`config.mk`:
```
export PLATFORM = sky130hd
export DESIGN_NAME = fib_stream_gen
export DESIGN_NICKNAME = d
export VERILOG_FILES = /design/src/rtl/fib_stream_gen.sv
export SDC_FILE = /design/constraint.sdc
export NUM_CORES = 1
export LEC_CHECK = 0
export ABC_AREA = 1
export CAP_MARGIN = 20
export CORE_MARGIN = 3
export CORE_UTILIZATION = 46
export DETAILED_ROUTE_END_ITERATION = 10
export MAX_ROUTING_LAYER = met4
export PLACE_DENSITY = 0.84
export SLEW_MARGIN = 0
export SYNTH_ARGS = -nofsm -noshare
export SYNTH_HDL_FRONTEND = slang
export SYNTH_SLANG_ARGS = --single-unit
export TNS_END_PERCENT = 1
```
`constraint.sdc`:
```
create_clock -name clk -period 1.79 [get_ports clk]
set_input_delay 0.358 -clock clk [delete_from_list [all_inputs] [get_ports clk]]
set_output_delay 0.358 -clock clk [all_outputs]
set_load 0.01 [all_outputs]
```
`src/rtl/fib_stream_gen.sv`:
```
`default_nettype none
// ============================================================================
//  Module      : fib_stream_gen
//  Description : Fibonacci term generator that streams bursts of terms over a
//                valid/ready interface. The (a, b) pair persists across bursts.
//  Revision    : 1.0 - initial release
// ============================================================================
module fib_stream_gen #(
  parameter int                 WIDTH    = 8,
  parameter int                 LEN_W    = 8,
  parameter logic [WIDTH-1:0]   SEED_A   = '0,
  parameter logic [WIDTH-1:0]   SEED_B   = WIDTH'(1),
  parameter int                 SATURATE = 0
) (
  input  logic              clk,
  input  logic              rst,
  input  logic              start,
  input  logic [LEN_W-1:0]  len,
  input  logic              seed_load,
  input  logic [WIDTH-1:0]  seed_a,
  input  logic [WIDTH-1:0]  seed_b,
  output logic              out_valid,
  input  logic              out_ready,
  output logic [WIDTH-1:0]  out_data,
  output logic              out_last,
  output logic              busy,
  output logic              done,
  output logic              ovf
);

  typedef enum logic [0:0] {
    ST_IDLE = 1'b0,
    ST_RUN  = 1'b1
  } state_t;

  localparam logic [LEN_W-1:0] c_one = LEN_W'(1);
  localparam logic [LEN_W-1:0] c_two = LEN_W'(2);

  state_t             r_state;
  logic [WIDTH-1:0]   r_a;
  logic [WIDTH-1:0]   r_b;
  logic [LEN_W-1:0]   r_rem;
  logic               r_last;
  logic               r_done;
  logic               r_ovf;

  logic [WIDTH:0]     w_sum;
  logic               w_carry;
  logic [WIDTH-1:0]   w_next;
  logic               w_xfer;

  assign w_sum   = {1'b0, r_a} + {1'b0, r_b};
  assign w_carry = w_sum[WIDTH];
  assign w_xfer  = (r_state == ST_RUN) && out_ready;

  if (SATURATE != 0) begin : g_sat
    assign w_next = w_carry ? {WIDTH{1'b1}} : w_sum[WIDTH-1:0];
  end else begin : g_wrap
    assign w_next = w_sum[WIDTH-1:0];
  end

  always_ff @(posedge clk or posedge rst) begin
    if (rst) begin
      r_state <= ST_IDLE;
      r_a     <= SEED_A;
      r_b     <= SEED_B;
      r_rem   <= '0;
      r_last  <= 1'b0;
      r_done  <= 1'b0;
      r_ovf   <= 1'b0;
    end else begin
      r_done <= 1'b0;
      case (r_state)
        ST_IDLE: begin
          if (seed_load) begin
            r_a <= seed_a;
            r_b <= seed_b;
          end
          if (start) begin
            if (len != '0) begin
              r_state <= ST_RUN;
              r_rem   <= len;
              r_last  <= (len == c_one);
              r_ovf   <= 1'b0;
            end else begin
              r_done  <= 1'b1;
            end
          end
        end
        ST_RUN: begin
          if (w_xfer) begin
            r_a   <= r_b;
            r_b   <= w_next;
            r_rem <= r_rem - c_one;
            if (w_carry) r_ovf <= 1'b1;
            // Final term accepted: drop back to IDLE and flag completion.
            if (r_rem == c_one) begin
              r_state <= ST_IDLE;
              r_last  <= 1'b0;
              r_done  <= 1'b1;
            end else begin
              r_last  <= (r_rem == c_two);
            end
          end
        end
        default: r_state <= ST_IDLE;
      endcase
    end
  end

  assign out_valid = (r_state == ST_RUN);
  assign busy      = (r_state == ST_RUN);
  assign out_data  = r_a;
  assign out_last  = r_last;
  assign done      = r_done;
  assign ovf       = r_ovf;

endmodule
`default_nettype wire

```
After elaboration in Yosys (flattened, before gate mapping)
Cells that the tools add are included.

word-level totals
  bits in registers = 28
  latch bits = 0
  RAM bits = 0
  bits in read-only memories = 0
  input bits = 29
  output and inout bits = 13
  word-level logic and storage cells = 53
  memories = 0

operators by class
  $add $sub $neg = 2
  multipliers = 0
  divide/modulo/power cells = 0
  $lt $le $gt $ge = 0
  eq/ne operators = 8
  shift operators = 0
  multiplexer cells = 30
  bitwise gates (word level) = 1
  reductions and logical operators = 5

operators by type and width
  operator             number
  $mux 8               7
  $pmux 8 s2           3
  $eq 8x1->1 const B   2
  $mux 1               16
  $add 8x8->9          1
  $eq 8x2->1 const B   1
  $pmux 1 s2           4
  $reduce_bool 8->1    1
  $sub 8x1->8 const B  1
  $ne 2x2->1 const B   3
  $ne 2x1->1 const B   2
  $reduce_and 4->1     1
  $reduce_and 3->1     1
  $reduce_and 2->1     1
  $logic_and 1x1->1    1
  $not 1->1            1

Longest topological paths before layout
Gate-level depths: netlist of the first run.

  word-level depth = 4
  gate-level depth with buffers = 12
  depth with buffers taken out = 12

Worst setup path after synthesis of the first run
OpenSTA, ideal clock, no wires.

  path kind = register -> register
  from = reg r_b[0]
  to = reg r_b[6]
  library setup time = 116 ps
  arrival time = 1579 ps
  required time = 1674 ps
  path slack = 94 ps
  stages on the path, launching flop included = 12
  path buffers = 0
  period minus slack after synthesis = 1696 ps
  path through = dfstp_2 -> ha_1 -> inv_1 -> fa_1 -> inv_1 -> nand2_1 -> nand2_1 -> nand3b_1 -> nand3_1 -> nand3_1 -> nand2_1 -> nand2_1

on the way
  word-level cells in the longest chain between the ends = 3

RTL lines
  item                      line  text
  start: declaration        41    logic [WIDTH-1:0] r_b;
  start signal: assignment  93    r_b <= w_next;
  $add 8x8->9               52    assign w_sum = {1'b0, r_a} + {1'b0, r_b};
  $mux 8                    91    if (w_xfer) begin
  $pmux 8 s2                73    case (r_state)

No other way between the ends. The select of a mux whose other input is x is not followed.
A chain may end at the register's enable or synchronous reset.

Final worst setup path of the first run
Same ends and word-level chain as after synthesis.

==> results of run 1 <==
## registers in the layout, summed over array words and instances, names as in the netlist
register  flops
ovf           1
r_rem         8
out_data      8
r_b           8
done          1
busy          1
out_last      1
## layout make-up
| type | instances | area, um^2 |
|---|---|---|
| Clock buffer | 3 | 41.3 |
| Sequential cell | 28 | 702 |
| Clock inverter | 1 | 30.0 |
| Multi-Input combinational cell | 215 | 1100 |
| Tap cell | 50 | 62.6 |
| Fill cell | 348 | 1510 |
| Timing Repair Buffer | 53 | 500 |
| Inverter | 29 | 113 |
## metrics by stage
stage	utilization, %	area [um^2]
finish	62.8	2550
global route	62.8	2550
CTS	62.3	2530
detailed placement	60.2	2440
global placement	60.2	2440
floorplan	-	1960
## critical path, stage by stage, from the launching register on
cell,delay [ps]
dfstp_2,570
ha_4,130
inv_2,30
fa_2,330
inv_2,60
nand2_2,50
nand2_2,80
nand3b_1,110
nand3_1,80
nand3_1,70
nand2_1,60
nand2_1,40
## per-layer routing
| layer | global-route usage, % | wire length [um] | up-vias |
|---|---|---|---|
| met3 | 3.51 | 255 | 2 |
| li1 | - | - | 996 |
| met4 | 2.92 | 18 | 0 |
| met5 | - | 0 | - |
| met1 | 23.2 | 1960 | 913 |
| met2 | 36.7 | 2530 | 52 |
## power groups by stage
stage               registers [W]  clock network, W  logic (W)
floorplan                 0.00121                 0    0.00218
global placement          0.00121                 0    0.00285
detailed placement        0.00123                 0    0.00296
CTS                       0.00121          0.000518    0.00301
global route              0.00126          0.000537    0.00354
finish                    0.00122          0.000515    0.00310
## synthesized netlist by cell type (all sizes together) (4+ instances only)
| master | count |
|---|---|
| ha | 11 |
| inv | 28 |
| buf | 6 |
| dfrtp | 27 |
| o21ai | 17 |
| nand2 | 103 |
| clkbuf | 5 |
| nor2 | 32 |
| o211ai | 4 |
| a31oi | 8 |
| nand3 | 21 |
## what timing repair did
action	4_1_cts	5_1_grt
setup buffers	1	0
hold buffers	0	0
gates resized for setup	3	6
pin swaps	1	1
endpoints found under the setup margin	3	3
## worst max path at each step
stage	from	endpoint	slack, ps	depth (start not counted)
finish	r_b[0]	r_b[6]	60	11
floorplan	r_b[0]	r_b[6]	90	11
CTS	r_b[0]	ovf	30	12
global placement	r_b[0]	r_b[6]	50	11
global route	r_b[0]	r_b[6]	-9	11
detailed placement	r_b[0]	r_b[6]	-4	11
## cells in the final DEF (no fill, tap or decap), drive strengths merged, types with 2 or more instances in the layout
cell and count:
clkdlybuf4s50 41, nand2 103, or2 3, a31oi 8, ha 11, a21oi 3, nand3b 2, o31ai 3
buf 12, nor4 2, nor2 32, dfrtp 27, clkbuf 3, o211ai 4, inv 28, o21ai 17
nand3 21
## cell families (layout without fill, tap and decap cells)
logic type / after synthesis / after routing / share of synthesized area [%]
and+or+nand+nor: 166 / 166 / 34.9
buffers and inverters: 40 / 86 / 9.45
AOI/OAI and AO/OA: 36 / 36 / 11.3
DFF: 28 / 28 / 35.8
adders and majority gates: 12 / 12 / 8.05
xor gates and xnor gates: 1 / 1 / 0.447
==> results.toml, run 1 <==
[grt]
antenna_found_initial = 0
grt_pass1_wl_um = 8050
grt_pass1_vias = 1901
grt_util_all_layers_pct = 20.0
grt_max_degree = 29
grt.overflow.total = 0

[yosys]
ys_seq_area_share_pct = 35.8
synth_fp_nets = 324
yosysTopAreaCellShare_pct = 34.5
synth_cell_type_count = 29
synth_top_area_cell = "dfrtp_1"
syn_inst = 283
synth-seq-cells = 28
synthTopCellsByArea = "dfrtp_1, nand2_1, ha_1"
async_flop_share_pct = 100
ys_warn_count = 0
synth_ff_type = "dfrtp_1"
synth_edf_count = 0
avgSynthCellArea_um2 = 6.92
synth_area_um2 = 1960

[timing]
setup-tns-final_ps = 0
holdWs_ps = 429
fin_crit_ps = 1730
timing.final.hold_violations = 0
finalClockSkew_ps = 13.8
tightest_slew_ps = 418
fin_crit_sh_pct = 96.4
layout_setup_ws_ps = 63.7
rsz0062_at_grt = "true"
clock.fmax_mhz = 579
finalSetupViolCount = 0
drv_slew = 0
slew_headroom_pct = 71.9

[floorplanning]
die-area_um2 = 5080
start_util_pct = 48.3
die_y_um = 71.3
pin_count = 42
fp.dieW_um = 71.3
core-area_um2 = 4060
row_count = 23

[placed_design]
gp_congestion = 0.902
dp_hpwl_um = 3560
dp_slack_ps = -4.32
placed_cells = 374
io_buffers = 41

[worst_setup_path]
critPathRequiredTime_ps = 1980
crit_arrival_ps = 1920
cp-start-kind = "flop"
critPathMaxFanout = 3
criticalPathCategory = "reg -> reg"
r2r_cells = 11
reg2reg_to = "r_b[6]"
rrSetupSlack_ps = 60
end_kind = "flop"
r2r-start = "r_b[0]"

[power_and_ir_drop]
clkPwrFrac_pct = 10.7
cellInternalPower_w = 0.00259
leakage_nw = 1.27
seqPwrFrac_pct = 25.3
swShare_pct = 46.4
p_sw_w = 0.00224
power_w = 0.00484
peakVddDrop_uv = 963
p_comb_share_pct = 64.0
powerDensity_nw_per_um2 = 1900

[clocking]
cts_buffers = 3
cts_tree = "yes"
clk_pin_slew_ps = 110
cts-root-buf = "clkbuf_8"
htree_levels = 1
cts.sinks = 28
clk_path_buf_depth = 2
clk_latency_ps = 280

[drt]
vias = 1963
drt_wl_total_um = 4760
viasPerCell = 5.18
drtAntennaViolNets = 0
first_iter_violations = 154
routedWlPerCell_um = 12.6
first_pass_iters = 4
drc = 0

[finish]
layout-drive-gt1-share_pct = 10.0
syn2layout_area_growth_pct = 30.1
nets = 371
layout.cells.non_filler = 379
antenna_cells = 0

[run_status]
status = "complete, no violations"

[worst_hold_path]
min_path_type = "in -> async"

[job]
max-cap-violations = 0
(Power assumes the default switching activity.)
==> run 2, diff against run 1 <==
CORE_UTILIZATION = 48   (was 46)
CTS_BUF_LIST = sky130_fd_sc_hd__clkbuf_2   (was unset)
PLACE_DENSITY = 0.87   (was 0.84)
==> run 2 against run 1 <==
Sequential cell count did not move. Clock power fell by 22%. Via count rose by 0.61%. Largest power group unchanged. Non-clock buffer count did not move. Clock skew rose by 11 ps. Routed wire length fell by 1.4%. Final cell count fell by 0.53%. Fmax fell by 1.8%. Register-to-register slack got worse by 30 ps.
==> results.toml, run 2 (synthesis gave the netlist of run 1 again) <==
[run_status]
status = "complete, no violations"

[timing]
fin_crit_ps = 1760
rsz0062_at_grt = "true"
finalSetupViolCount = 0
drv_slew = 0
setup-tns-final_ps = 0
finalClockSkew_ps = 24.6
tightest_slew_ps = 479
slew_headroom_pct = 67.7
fin_crit_sh_pct = 98.2
clock.fmax_mhz = 569
timing.final.hold_violations = 0

[clocking]
cts-root-buf = "clkbuf_2"
clk_latency_ps = 400
clk_path_buf_depth = 2
cts_tree = "yes"
cts.sinks = 28
cts_hold_buffers = 0
clk_pin_slew_ps = 300
cts_buffers = 3
htree_levels = 1

[placed_design]
placed_cells = 372
dp_hpwl_um = 3460
gp_congestion = 0.909
io_buffers = 41

[worst_setup_path]
end_kind = "flop"
slowest_stage = "dfstp_2"
cp_cell_sequence = "ha_4, inv_1, fa_2, inv_2, nand2_2, nand2_2, nand2_1, nand2_1, nand2_1, nor2_1, o21ai_0"
cp-start-kind = "flop"
reg2reg_to = "r_b[4]"
crit_arrival_ps = 2060
r2r-start = "r_b[0]"
crit_family = "flip-flops"
critPathRequiredTime_ps = 2090
critPathBufInv = 2
critPathMaxFanout = 3
cp_slowest_stage_delay_ps = 620
cp-startpoint = "r_b[0]"
cp-endpoint = "r_b[4]"
critical_path.most_common_cell = "nand2_1"
rrSetupSlack_ps = 30
criticalPathCategory = "reg -> reg"
cp.depth = 11
r2r_cells = 11

[grt]
grt_pass1_vias = 1894
grt_pass1_wl_um = 7910
grt_util_all_layers_pct = 19.9
grt.overflow.total = 0
grt_max_degree = 29
antenna_found_initial = 0

[power_and_ir_drop]
leakage_nw = 1.34
powerDensity_nw_per_um2 = 1830
peakVddDrop_uv = 1020

[drt]
viasPerCell = 5.24
routedWlPerCell_um = 12.5
first_pass_iters = 4
drt_wl_total_um = 4700
first_iter_violations = 149
drc = 0
vias = 1975
drtAntennaViolNets = 0

[finish]
layout-drive-gt1-share_pct = 10.0
antenna_cells = 0
mostFrequentLayoutCells = "nand2_1, nor2_1, clkdlybuf4s50_1"
n_fill_cell = 335
multiInputGateArea_um2 = 1100
layout_commonest_cell = "nand2_1"
nets = 371
seqCellArea_um2 = 703
layout.cells.non_filler = 377
syn2layout_area_growth_pct = 30.7

[job]
max-cap-violations = 0

[floorplanning]
start_util_pct = 51.6
core-area_um2 = 3800
fp.dieW_um = 69.9
pin_count = 42
die-area_um2 = 4880
die_y_um = 69.9
row_count = 22

[worst_hold_path]
min_path_type = "in -> async"
==> run 2: cell count changes in the layout (fill, tap and decap cells not counted) <==
cell and delta:
clkdlybuf4s50_1 -11, dlymetal6s2s_1 +11, clkbuf_2 +3, clkbuf_8 -3
buf_12 +1, buf_4 -1, dfrtp_1 -1, dfrtp_2 +1
inv_1 +1, inv_2 -1
==> run 2: how the worst min path moves through the flow <==
stage	start	end	slack [ps]	cells past startpoint
after detailed placement	ovf	ovf	480	2
after floorplan	rst	busy	420	1
after global routing	rst	out_data[2]	280	3
after global placement	r_b[5]	r_b[5]	500	2
after CTS	rst	r_rem[5]	280	3
final	rst	out_data[6]	270	3
==> run 2: power by group <==
part           internal (W)  switching, W
clock network      0.000192      0.000208
logic               0.00134       0.00172
registers          0.000950      0.000270
total               0.00248       0.00220
==> run 2: worst min-delay path, stage by stage <==
cell,delay [ps]
clkdlybuf4s50_1,390
inv_1,50
buf_4,330
==> run 2: repair_timing <==
action	in CTS	in global routing
gates resized for setup	2	18
endpoints found under the setup margin	5	14
pin swaps	0	2
setup buffers	1	0
==> run 2: area by class of cell <==
cell class / instances / share of cell area (%)
multi-input combinational: 215 / 42.9
sequential: 28 / 27.5
timing repair buffer: 53 / 21.1
inverter: 29 / 4.40
tap: 48 / 2.34
clock inverter: 1 / 1.17
clock buffer: 3 / 0.586
==> run 2: through the flow <==
stage / hold WS (ps) / utilization, % / worst slack [ps] / total power, W / area [um^2]
2_1_floorplan: 423 / - / 94.3 / 0.00339 / 1960
3_3_place_gp: 496 / 64.6 / 44.5 / 0.00409 / 2450
3_5_place_dp: 480 / 64.6 / 15.5 / 0.00420 / 2450
4_1_cts: 275 / 66.0 / -20.4 / 0.00464 / 2510
5_1_grt: 284 / 67.4 / -95.1 / 0.00520 / 2560
6_report: 269 / 67.4 / 31.7 / 0.00468 / 2560
==> run 2: routing by layer <==
metal	GRT usage (%)	routed length (um)	vias to the layer above
met1	24.0	2030	902
li1	-	-	1004
met2	34.1	2380	59
met4	5.32	62	0
met3	3.88	222	10
met5	-	0	-
==> run 3, diff against run 2 <==
HOLD_SLACK_MARGIN = 0.12   (was unset)
SLEW_MARGIN = 30   (was 0)
==> results of run 3 <==
Same layout as run 2: the final DEF is identical, and so are final timing and power.
